<file path="config.mk">
export PLATFORM = sky130hd
export DESIGN_NAME = scoreboard_scan_ctrl
export DESIGN_NICKNAME = d
export VERILOG_FILES = /design/src/rtl/scoreboard_scan_ctrl.sv
export SDC_FILE = /design/constraint.sdc
export NUM_CORES = 1
export LEC_CHECK = 0
export BUFFER_PORTS_ARGS = -buffer_cell sky130_fd_sc_hd__buf_4
export CAP_MARGIN = 40
export CORE_MARGIN = 8
export CORE_UTILIZATION = 40
export DETAILED_ROUTE_END_ITERATION = 6
export GPL_TIMING_DRIVEN = 0
export MAX_ROUTING_LAYER = met4
export PLACE_DENSITY = 0.62
export SYNTH_ARGS = -nofsm -noshare
export SYNTH_HDL_FRONTEND = slang
export SYNTH_SLANG_ARGS = --single-unit
</file>
<file path="constraint.sdc">
create_clock -name clk -period 5.1 [get_ports clk]
set_clock_uncertainty 0.2 [all_clocks]
set_input_delay 0.765 -clock clk [delete_from_list [all_inputs] [get_ports clk]]
set_output_delay 0.765 -clock clk [all_outputs]
set_load 0.01 [all_outputs]
</file>
<file path="src/rtl/scoreboard_scan_ctrl.sv">
// Win/lose event scoreboard with match result tracking and a digit refresh
// scanner feeding the seven-segment display stage.
module scoreboard_scan_ctrl #(
    parameter int unsigned REFRESH_DIV = 100000,
    parameter int unsigned MAX_SCORE   = 9
) (
    input  logic       clk,
    input  logic       reset,
    input  logic       win_in,
    input  logic       lose_in,
    input  logic       clear,
    output logic [3:0] win,
    output logic [3:0] lose,
    output logic [1:0] digit_sel,
    output logic       game_over
);

    localparam int unsigned CNT_W = 4;
    localparam int unsigned SEL_W = 2;
    localparam int unsigned PRE_W = (REFRESH_DIV > 1) ? $clog2(REFRESH_DIV) : 1;

    typedef enum logic [1:0] {
        ST_PLAY = 2'd0,
        ST_WON  = 2'd1,
        ST_LOST = 2'd2
    } state_e;

    state_e             state_q, state_d;
    logic [CNT_W-1:0]   win_cnt_q, win_cnt_d;
    logic [CNT_W-1:0]   lose_cnt_q, lose_cnt_d;
    logic               win_prev_q, win_prev_d;
    logic               lose_prev_q, lose_prev_d;
    logic [PRE_W-1:0]   pre_cnt_q, pre_cnt_d;
    logic [SEL_W-1:0]   digit_sel_q, digit_sel_d;
    logic               win_ev, lose_ev;

    // Prev flops reset high so a level already asserted at reset release is not an event.
    always_ff @(posedge clk or posedge reset) begin
        if (reset) begin
            state_q     <= ST_PLAY;
            win_cnt_q   <= '0;
            lose_cnt_q  <= '0;
            win_prev_q  <= 1'b1;
            lose_prev_q <= 1'b1;
            pre_cnt_q   <= '0;
            digit_sel_q <= '0;
        end else begin
            state_q     <= state_d;
            win_cnt_q   <= win_cnt_d;
            lose_cnt_q  <= lose_cnt_d;
            win_prev_q  <= win_prev_d;
            lose_prev_q <= lose_prev_d;
            pre_cnt_q   <= pre_cnt_d;
            digit_sel_q <= digit_sel_d;
        end
    end

    // Match FSM: edge-detected events bump counts; clear overrides everything.
    always_comb begin
        state_d     = state_q;
        win_cnt_d   = win_cnt_q;
        lose_cnt_d  = lose_cnt_q;
        win_prev_d  = win_in;
        lose_prev_d = lose_in;
        win_ev      = win_in & ~win_prev_q;
        lose_ev     = lose_in & ~lose_prev_q;

        if (clear) begin
            state_d    = ST_PLAY;
            win_cnt_d  = '0;
            lose_cnt_d = '0;
        end else begin
            case (state_q)
                ST_PLAY: begin
                    if (win_ev && !lose_ev) begin
                        win_cnt_d = win_cnt_q + CNT_W'(1);
                        if (win_cnt_d == CNT_W'(MAX_SCORE)) state_d = ST_WON;
                    end else if (lose_ev && !win_ev) begin
                        lose_cnt_d = lose_cnt_q + CNT_W'(1);
                        if (lose_cnt_d == CNT_W'(MAX_SCORE)) state_d = ST_LOST;
                    end
                end
                ST_WON, ST_LOST: ;
                default: state_d = ST_PLAY;
            endcase
        end
    end

    // Refresh prescaler and digit index, free-running regardless of match state.
    always_comb begin
        pre_cnt_d   = pre_cnt_q + PRE_W'(1);
        digit_sel_d = digit_sel_q;
        if (pre_cnt_q == PRE_W'(REFRESH_DIV - 1)) begin
            pre_cnt_d   = '0;
            digit_sel_d = digit_sel_q + SEL_W'(1);
        end
    end

    assign win       = (state_q == ST_WON)  ? 4'hA : win_cnt_q;
    assign lose      = (state_q == ST_LOST) ? 4'hF : lose_cnt_q;
    assign game_over = (state_q != ST_PLAY);
    assign digit_sel = digit_sel_q;

endmodule

</file>
==> summary.md, run 1 <==
| Metric | Value |
|---|---|
| Status | finished, final reports clean |
| CTS tree | done |
| Core area | 0.00397 sq mm |
| Post-Syn Area | approximately 0.0016 sq mm |
| Power Density | 271 mW/mm^2 |
| Die height | around 80 microns |
| Post-Route Setup TNS | 0 ps |
| First-pass GRT wire length | 5630 microns |
| Num ports | 16 |
| Drt wl/cell | between 10 and 15 microns |
| Worst path arrival time | approximately 1400 ps |
| Main area contributors after synthesis | dfrtp_1, ha_1, xnor2_1 |
| Area leader, netlist | dfrtp_1 |
| Rows | 23 |
| Layout fillers | about 370 |
| Clk slew on worst S/H paths | roughly 70 ps |
| DRT antenna net count | 0 |
| Delay-heaviest family, CP | flip-flops |
| Fin util | approximately 49% |
| Die area | around 0.0064 sq mm |
| Top-count cell post-synth | dfrtp_1 |
| CTS max path bufs | 2 |
| Worst Hold Class | reg2reg |
| Slew Limit Fails | 0 |
| Largest net degree at the start of global routing | 21 |
| Clock Latency Late Sink | between 200 and 300 ps |
| Cts repair resizes | 0 |
| Tot GR Track Use | between 10% and 20% |
| YS warnings | 0 |
| Initial Utilization | approximately two fifths |
| Worst R2R End | state_q[0] |
| Critical Path RT | 4140 ps |
| Final #Nets | approximately 200 |
| Worst-Margin Slew | 540 ps |
| Initial DRC count | 79 |
| Setup Buffers After CTS | 0 |
| Number of synthesized flops with an enable pin | 0 |
| Num CTS Buffers | 5 |
| Die Width | ~80 microns |
| Initial DRT Pass Iterations | 4 |
| Final min period | roughly 2400 ps |
| Via/cell ratio | 5.07 |
| Via count | 1226 |
| # clock sinks | 31 |
| Most frequent cells after synthesis | dfrtp_1, nor2_1, nand2_1 |
| CP bufs+invs | 2 |
| Worst setup endpoint | lose[3] |
| Setup-failing EPs final | 0 |
| Post-synth top flop | dfrtp_1 |
| Drt total wl | 3150 microns |
| Crit start category | flop |
| Gr ovfl total | 0 |
| Gp weighted congestion | just over 0.8 |
| Yosys cell types | 31 |
| Worst vdd ir | 0.225 mV |
| Slew HR | a little under two thirds |
| Worst path cell trace | inv_1 > ha_1 > or2_2 > buf_4 |
| F_max | 0.421 GHz |
| Final hold violations | 0 |
| Worst R2R Start | win_cnt_q[1] |
| Post-synth ARST share | 100% |
| Share of the synthesized area in the top cell type | 44.6% |
| Root Driver | clkbuf_8 |
| Mean Syn Cell Area | approximately 9.7 sq um |
| Register area share after synthesis | a little under half |
| Htree depth | 2 |
| Dpl ws | around 2800 ps |
| Leakage | 0.910 nW |
| DRC | 0 |
| Post-synth net total | ~180 |
| #FFs+latches synth | 31 |
| Crit share post-route | a little under half |
| Vias in the first global route | around 1300 |
| Max Fanout on Critical Path | 4 |
| Hold buffer count at cts | 0 |
| Total chip power | between 0.5 and 0.6 mW |
| Worst Reg2Reg Path Length in Cells | 6 |
| Layout area overhead | 19.7% |
| RSZ-0062 raised after global routing | false |
| Crit end category | output pin |
| Slack of the critical path | around 2700 ps |
| Quantity of I/O buffers inserted on ports | 15 |
| Critical path's slowest cell | dfrtp_1 |
| CP Launch Point | state_q[0] |
| Ant. Diodes | 0 |
| # Max-Cap Violations | 0 |
| Initial antenna violation count | 0 |
| Critical path class | reg2out |
| Critical path depth | 4 |
| HPWL after DPL | about 2400 microns |
| CP max stage delay | around 360 ps |
| Share of cells above drive strength 1 | 18.8% |
| Cells after Synth | 168 |
| R2R Setup Slk | ~3100 ps |
[layout by cell type (no fill, tap or decap), types with 6 or more instances in the layout]
master / n
xnor2_1: 11
dfrtp_1: 29
nand4_1: 6
inv_1: 10
or2_2: 7
clkbuf_8: 6
nand2_1: 13
buf_4: 16
xor2_1: 9
nor2_1: 22
nand3_1: 12
ha_1: 8
[sequential cells by signal (all words and copies together), names as in the netlist]
| register | count |
|---|---|
| lose_cnt_q | 4 |
| state_q | 2 |
| win_cnt_q | 4 |
| pre_cnt_q | 17 |
| lose_prev_q | 1 |
| digit_sel | 2 |
| win_prev_q | 1 |
[power breakdown]
part / switching, mW / leakage (nW) / internal (mW)
clock: 0.0895 / 0.0612 / 0.158
sequential: 0.00230 / 0.411 / 0.249
combinational: 0.0164 / 0.439 / 0.0121
total: 0.108 / 0.910 / 0.419
[cells by family (layout without fill, tap and decap cells)]
group / after synthesis / count (layout) / synth area share, %
simple gates: 80 / 80 / 24.9
flops: 31 / 31 / 47.8
xor+xnor: 21 / 21 / 11.8
compound gates: 14 / 14 / 5.46
buf+inv: 13 / 37 / 3.23
fa+ha+maj: 8 / 8 / 6.15
mux: 1 / 1 / 0.615
[worst min-delay path by stage]
stage / slack [ps] / end / depth (start not counted) / start
floorplan: 250 / pre_cnt_q[0] / 1 / pre_cnt_q[0]
global placement: 260 / digit_sel[1] / 1 / digit_sel[1]
detailed placement: 270 / pre_cnt_q[0] / 1 / pre_cnt_q[0]
CTS: 290 / pre_cnt_q[0] / 1 / pre_cnt_q[0]
global route: 320 / pre_cnt_q[0] / 1 / pre_cnt_q[0]
finish: 290 / pre_cnt_q[0] / 1 / pre_cnt_q[0]
[area by class of cell]
| type | count | area [sq um] | area share [%] |
|---|---|---|---|
| multi-input combinational | 124 | 796 | 40.9 |
| sequential | 31 | 778 | 40.0 |
| timing repair buffer | 16 | 140 | 7.20 |
| clock buffer | 6 | 82.6 | 4.24 |
| tap | 50 | 62.6 | 3.21 |
| inverter | 10 | 37.5 | 1.93 |
| clock inverter | 2 | 35.0 | 1.80 |
| buffer | 3 | 15.0 | 0.771 |
[metrics by stage]
step,instance area (sq um),cells,hold WS (ps)
after floorplan,1630,168,253
after global placement,1800,233,261
after detailed placement,1830,234,274
after CTS,1950,242,286
after global routing,1950,242,320
final,1950,242,285
[routing by layer]
layer,GRT usage (%),share of wire [%],routed length (microns)
met1,12.5,44,1380
met2,18.2,48,1500
met3,4.28,6.4,203
met4,5.64,2.0,62
met5,-,0,0
No activity file was read; power rests on OpenSTA's default activity.
==> run 2, diff against run 1 <==
ABC_AREA = 1   (was unset)
PLACE_DENSITY = 0.61   (was 0.62)
clock period = 2.2 ns   (was 5.1 ns; I/O delays follow)
==> run 2 against run 1 <==
Routed wire length up 16%. Sequential cell count unchanged. Sequential power up 140%. Core utilization down 0.12 points. Cell area up 8.6%. First-iteration DRC count up 28%. Die area up 7.9%. Power rose to 2.6 times the previous value. Count of clock-buffer cells in the layout unchanged.
==> summary.md, run 2 <==
| Metric | Value |
|---|---|
| Status | finished, final reports clean |
| Fin util | 48.9% (-0.12 points) |
| Share of cells above drive strength 1 | 13.0% (-5.7 points) |
| Most frequent cells after synthesis | nand2_1, inv_1, nor2_1 |
| Crit end category | flop |
| Top-count cell post-synth | nand2_1 |
| Vias in the first global route | 1429 (+12%) |
| Post-synth net total | 255 (+41%) |
| YS warnings | 0 (unchanged) |
| Critical Path RT | 2180 ps (-1960 ps) |
| Gp weighted congestion | 0.904 (+12%) |
| Worst hold path cell count | 4 (+3) |
| Cells after Synth | 242 (+44%) |
| Synth Area in Simple Gates | 30.5% (+5.6 points) |
| Initial Utilization | 41.4% (+0.42 points) |
| DR WL met3 | 193 microns (-4.9%) |
| Final min period | ~1800 ps |
| Gr ovfl total | 0 (unchanged) |
| Crit share post-route | ~84% |
| HPWL after DPL | 2800 microns (+16%) |
| Number of synthesized flops with an enable pin | 0 (unchanged) |
| Worst path cell trace | dlygate4sd3_1 > buf_4 > inv_1 > nor2_1 > nand3_1 > nor2_4 > a21boi_0 > nand3_1 > nand2_1 |
| Leakage | 1.13 nW (+24%) |
| Register area share after synthesis | 43.5% (-4.3 points) |
| Ant. Diodes | 0 (unchanged) |
| Met2 WL | 1620 microns (+8.1%) |
| Initial DRC count | 101 (+28%) |
| Crit start category | input port |
| Power Density | 638 mW/mm^2 (+140%) |
| Main area contributors after synthesis | dfrtp_1, nand2_1, inv_1 |
| Most common cell after layout, fill and taps aside | nand2_1 |
| Endpoint of the worst hold path | win_cnt_q[1] |
| Comb pwr share | 21.1% (+16 points) |
| Via/cell ratio | 4.71 (-7.0%) |
| Slew HR | 78.7% (+15 points) |
| Pint | 0.961 mW (+130%) |
| Num ports | 16 (unchanged) |
| Post-synth top flop | dfrtp_1 |
| Worst-Margin Slew | 319 ps (-221 ps) |
| Post-Syn Area | 0.00179 sq mm (+10%) |
| Commonest non-fill, non-tap cells in the layout | nand2_1, inv_1, nor2_1 |
| Die area | 0.00687 sq mm (+7.9%) |
| Compound-Gate Fraction of Synth Area | 5.38% (-0.077 points) |
| Max Used Layer | met4 |
| Tot GR Track Use | 11.2% (-0.33 points) |
| Drt wl/cell | 11.4 microns (-13%) |
| CTS tree | done |
| Final #Nets | 282 (+38%) |
| Worst R2R Start | state_q[0] |
| Yosys cell types | 21 (-32%) |
| Flop pwr share | 45.2% (-2.5 points) |
| Sequential cell area | 778 sq um (unchanged) |
| Mux contribution to synthesized area | 0% (-0.62 points) |
| Max Fanout on Critical Path | 7 (+3) |
| Cts repair resizes | 0 (unchanged) |
| Final hold violations | 0 (unchanged) |
| Cell mode on critical path | nand3_1 |
| Drt total wl | 3650 microns (+16%) |
| Quantity of I/O buffers inserted on ports | 15 (unchanged) |
| Num CTS Buffers | 5 (unchanged) |
| Core area | 0.00432 sq mm (+8.9%) |
| #FFs+latches synth | 31 (unchanged) |
| Max reg flops | 17 (unchanged) |
| Layout fillers | 434 (+18%) |
| Via count | 1512 (+23%) |
| Initial DRT Pass Iterations | 4 (unchanged) |
| F_max | around 0.54 GHz |
| Slew Limit Fails | 0 (unchanged) |
| Worst Hold Class | in2reg |
| Placed Instances | 311 (+33%) |
| Sw Ratio | 28.8% (+8.3 points) |
| R2R Setup Slk | 500 ps (-2610 ps) |
| Post-Route Setup TNS | 0 ps (unchanged) |
| Largest regs | pre_cnt_q: 17 flops, lose_cnt_q: 4 flops, win_cnt_q: 4 flops |
| CP max stage delay | 530 ps (+170 ps) |
| Area of the multi-input gates | 812 sq um (+2.0%) |
| Rows | 24 (+4.3%) |
| Clock Latency Late Sink | 280 ps (about the same) |
| Worst vdd ir | 0.452 mV (+100%) |
| Initial antenna violation count | 0 (unchanged) |
| HP Start | clear |
| Die height | 82.9 microns (+3.9%) |
| Htree depth | 2 (unchanged) |
| Adder-Cell Fraction of Synth Area | 5.59% (-0.56 points) |
| P_sw | 0.389 mW (+260%) |
| Worst path arrival time | 1820 ps (+410 ps) |
| Area leader, netlist | dfrtp_1 |
| Setup-failing EPs final | 0 (unchanged) |
| Layout area overhead | 18.2% |
| Synth Area in XOR/XNOR | 3.92% (-7.9 points) |
| # Max-Cap Violations | 0 (unchanged) |
| Wire length on met1 | 1770 microns (+28%) |
| Post-synth ARST share | 100% (unchanged) |
| Worst Reg2Reg Path Length in Cells | 7 (+1) |
| Critical path's slowest cell | dlygate4sd3_1 |
| Critical path class | in2reg |
| Clk slew on worst S/H paths | 60 ps (about the same) |
| Mean Syn Cell Area | 7.39 sq um (-24%) |
| First-pass GRT wire length | 6240 microns (+11%) |
| CTS max path bufs | 2 (unchanged) |
| Main combinational cell family by area after synthesis | simple AND/OR/NAND/NOR gates |
| # clock sinks | 31 (unchanged) |
| Worst R2R End | state_q[0] |
| Clk pwr share | 33.7% (-13 points) |
| Layout Cells excl Fill | 321 (+33%) |
| DRC | 0 (unchanged) |
| Reg with most FFs | pre_cnt_q |
| RSZ-0062 raised after global routing | false |
| Root Driver | clkbuf_8 |
| Share of the synthesized area in the top cell type | 40.6% (-4.1 points) |
| Largest net degree at the start of global routing | 15 (-29%) |
| Die Width | 82.9 microns (+3.9%) |
| DRT antenna net count | 0 (unchanged) |
run 2: worst max-delay path, delay by kind of cell:
kind,cells,cell delay [ps]
buf+inv,3,670
simple gates,5,680
compound gates,1,140
run 2: worst max path at each step:
stage | start | endpoint | slack, ps | depth (start not counted)
finish | win_in | state_q[0] | 360 | 9
global route | win_in | state_q[0] | 230 | 9
CTS | win_in | state_q[0] | 360 | 9
detailed placement | state_q[0] | state_q[0] | 510 | 7
global placement | reset | pre_cnt_q[7] | 500 | 2
floorplan | state_q[0] | state_q[0] | 700 | 7
run 2: cells by family after synthesis:
group                    after synthesis
AND/OR/NAND/NOR                      125
buffers and inverters                 53
flip-flops                            31
AO/OA/AOI/OAI                         17
XOR/XNOR                               8
adder cells (fa/ha/maj)                8
run 2: power by group through the flow:
stage	Combinational (mW)	Sequential (mW)	Clock (mW)
floorplan	0.162	0.613	0
global placement	0.276	0.618	0
detailed placement	0.286	0.618	0
CTS	0.291	0.608	0.481
global route	0.329	0.611	0.508
finish	0.285	0.609	0.455
run 2: repair_timing:
action	4_1_cts	5_1_grt
setup buffers	0	0
hold buffers	3	0
hold endpoints to repair	6	0
run 2: layout make-up:
type	instances	area share [%]
clock buffer	6	3.91
clock inverter	1	0.237
inverter	53	9.41
multi-input combinational	158	38.4
sequential	31	36.8
tap	52	3.08
timing repair buffer	20	8.17
run 2: per-layer routing:
metal  GRT usage (%)  vias to the layer above
met2            16.4                       39
met4            4.95                        0
met5               -                        -
met3            4.10                        5
met1            13.4                      674
li1                -                      794
run 2: per-stage QoR:
step	cell area (sq um)	setup WS [ps]	power, mW	hold slack [ps]
after floorplan	1790	702	0.775	134
after global placement	1970	499	0.894	256
after detailed placement	2000	509	0.904	108
after CTS	2110	360	1.38	144
after global routing	2110	231	1.45	175
final	2110	358	1.35	146
==> run 3, diff against run 2 <==
clock period = 1.8 ns   (was 2.2 ns; I/O delays follow)
==> run 3 against run 2 <==
Core utilization is 0.52 points higher. Via count hardly changed. Die area unchanged. Sequential power rose by 22%. Setup slack lost 290 ps. Critical path depth fell by 5. Cell area is 1.1% higher. Combinational power increased by 28%. Critical endpoint is now game_over.
==> summary.md, run 3 (synthesized netlist as in run 2, its figures left out) <==
| Metric | Value |
|---|---|
| Worst hold path cell count | 5 (+1) |
| Crit start category | flop |
| Slew HR | 78.8% (+0.085 points) |
| # clock sinks | 31 (unchanged) |
| Via count | 1511 (-0.066%) |
| Gr ovfl total | 0 (unchanged) |
| Ant. Diodes | 0 (unchanged) |
| Die area | 0.00687 sq mm (unchanged) |
| Endpoint of the worst hold path | state_q[0] |
| Commonest non-fill, non-tap cells in the layout | nand2_1, inv_1, nor2_1, dfrtp_1, nand3_1 |
| Vias in the first global route | 1429 (unchanged) |
| Rows | 24 (unchanged) |
| Share of cells above drive strength 1 | 14.8% (+1.7 points) |
| CP Launch Point | state_q[0] |
| Core area | 0.00432 sq mm (unchanged) |
| RSZ-0062 raised after global routing | true |
| Initial DRT Pass Iterations | 4 (unchanged) |
| Largest regs | pre_cnt_q: 17 flops, lose_cnt_q: 4 flops, win_cnt_q: 4 flops |
| Worst-Margin Slew | 317 ps (-1.28 ps) |
| Setup-failing EPs final | 0 (unchanged) |
| First-pass GRT wire length | 6240 microns (unchanged) |
| Max Fanout on Critical Path | 5 (-2) |
| Status | finished, final reports clean |
| Worst R2R Start | state_q[0] |
| Num CTS Buffers | 5 (unchanged) |
| Crit end category | output pin |
| Clock Latency Late Sink | 280 ps (about the same) |
| Final min period | around 1700 ps |
| DRC | 0 (unchanged) |
| Worst R2R End | state_q[0] |
| Post-Route Setup TNS | 0 ps (unchanged) |
| Max reg flops | 17 (unchanged) |
| Initial Utilization | 41.4% (unchanged) |
| Via/cell ratio | 4.68 (-0.68%) |
| Worst Hold Class | in2reg |
| Total chip power | 1.67 mW (+23%) |
| Worst Reg2Reg Path Length in Cells | 7 (unchanged) |
| Slew Limit Fails | 0 (unchanged) |
| Leakage | 1.14 nW (+0.97%) |
| Crit share post-route | 96.5% |
| Tot GR Track Use | 11.2% (unchanged) |
| Num ports | 16 (unchanged) |
| Reg with most FFs | pre_cnt_q |
| CTS tree | done |
| Final #Nets | 284 (+0.71%) |
| Critical path class | reg2out |
| # Max-Cap Violations | 0 (unchanged) |
| Initial antenna violation count | 0 (unchanged) |
| DRT antenna net count | 0 (unchanged) |
| Power Density | 780 mW/mm^2 (+22%) |
| Gp weighted congestion | 0.904 (unchanged) |
| Critical Path RT | 1330 ps (-850 ps) |
| Htree depth | 2 (unchanged) |
| Drt total wl | 3740 microns (+2.5%) |
| Initial DRC count | 93 (-7.9%) |
| HPWL after DPL | 2800 microns (unchanged) |
| Drt wl/cell | 11.6 microns (+1.9%) |
| Clk slew on worst S/H paths | 60 ps (about the same) |
| CTS max path bufs | 2 (unchanged) |
| Final hold violations | 0 (unchanged) |
| Quantity of I/O buffers inserted on ports | 15 (unchanged) |
| HP Start | clear |
| F_max | 0.576 GHz |
| Largest net degree at the start of global routing | 15 (unchanged) |
| Die height | 82.9 microns (unchanged) |
| Most common cell after layout, fill and taps aside | nand2_1 |
| Die Width | 82.9 microns (unchanged) |
| R2R Setup Slk | 140 ps (-360 ps) |
| Root Driver | clkbuf_8 |
| Layout area overhead | 19.4% |
| Worst vdd ir | 0.552 mV (+22%) |
| Worst path arrival time | 1270 ps (-550 ps) |
-- run 3: worst max-delay path by stage --
stage | slack [ps] | endpoint | depth (start not counted)
finish | 60 | game_over | 4
CTS | 20 | state_q[0] | 9
global placement | 140 | state_q[0] | 7
global route | -30 | game_over | 4
detailed placement | 110 | state_q[0] | 7
floorplan | 300 | state_q[0] | 7
-- run 3: timing repair --
item / 4_1_cts / 5_1_grt
hold buffers: 3 / 0
endpoints found under the hold margin: 6 / 0
resized for setup: 0 / 3
setup endpoints to repair: 0 / 7
setup buffers: 0 / 2
-- run 3: final cells by class --
type	count	area, sq um
clock buffers	6	82.6
clock inverters	1	5.00
fillers	433	2190
inverters	53	199
multi-input cells	158	820
flip-flops and latches	31	778
well taps	52	65.1
repair buffers	22	188
-- run 3: per-stage QoR --
step / cell area (sq um) / utilization (%) / hold WS (ps) / instances / setup WS, ps
floorplan: 1790 / - / 74.5 / 242 / 302
global placement: 1970 / 45.5 / 196 / 309 / 136
detailed placement: 2000 / 46.2 / 48.1 / 311 / 109
CTS: 2110 / 48.9 / 83.7 / 321 / 19.6
global route: 2140 / 49.4 / 230 / 323 / -32.5
finish: 2140 / 49.4 / 204 / 323 / 63.7
-- run 3: report_power, final --
part | internal (mW) | switching, mW
combinational | 0.161 | 0.203
sequential | 0.722 | 0.0229
clock | 0.300 | 0.258
total | 1.18 | 0.484
-- run 3: layer usage --
| layer | global-route usage, % | routed length, microns |
|---|---|---|
| met1 | 13.4 | 1820 |
| met2 | 16.4 | 1700 |
| met5 | - | 0 |
| met4 | 4.95 | 61 |
| met3 | 4.10 | 166 |
-- run 3: worst max-delay path, stage by stage, from the launching register on --
cell	delay [ps]
dfrtp_1	410
inv_1	100
ha_1	260
inv_1	60
buf_4	140
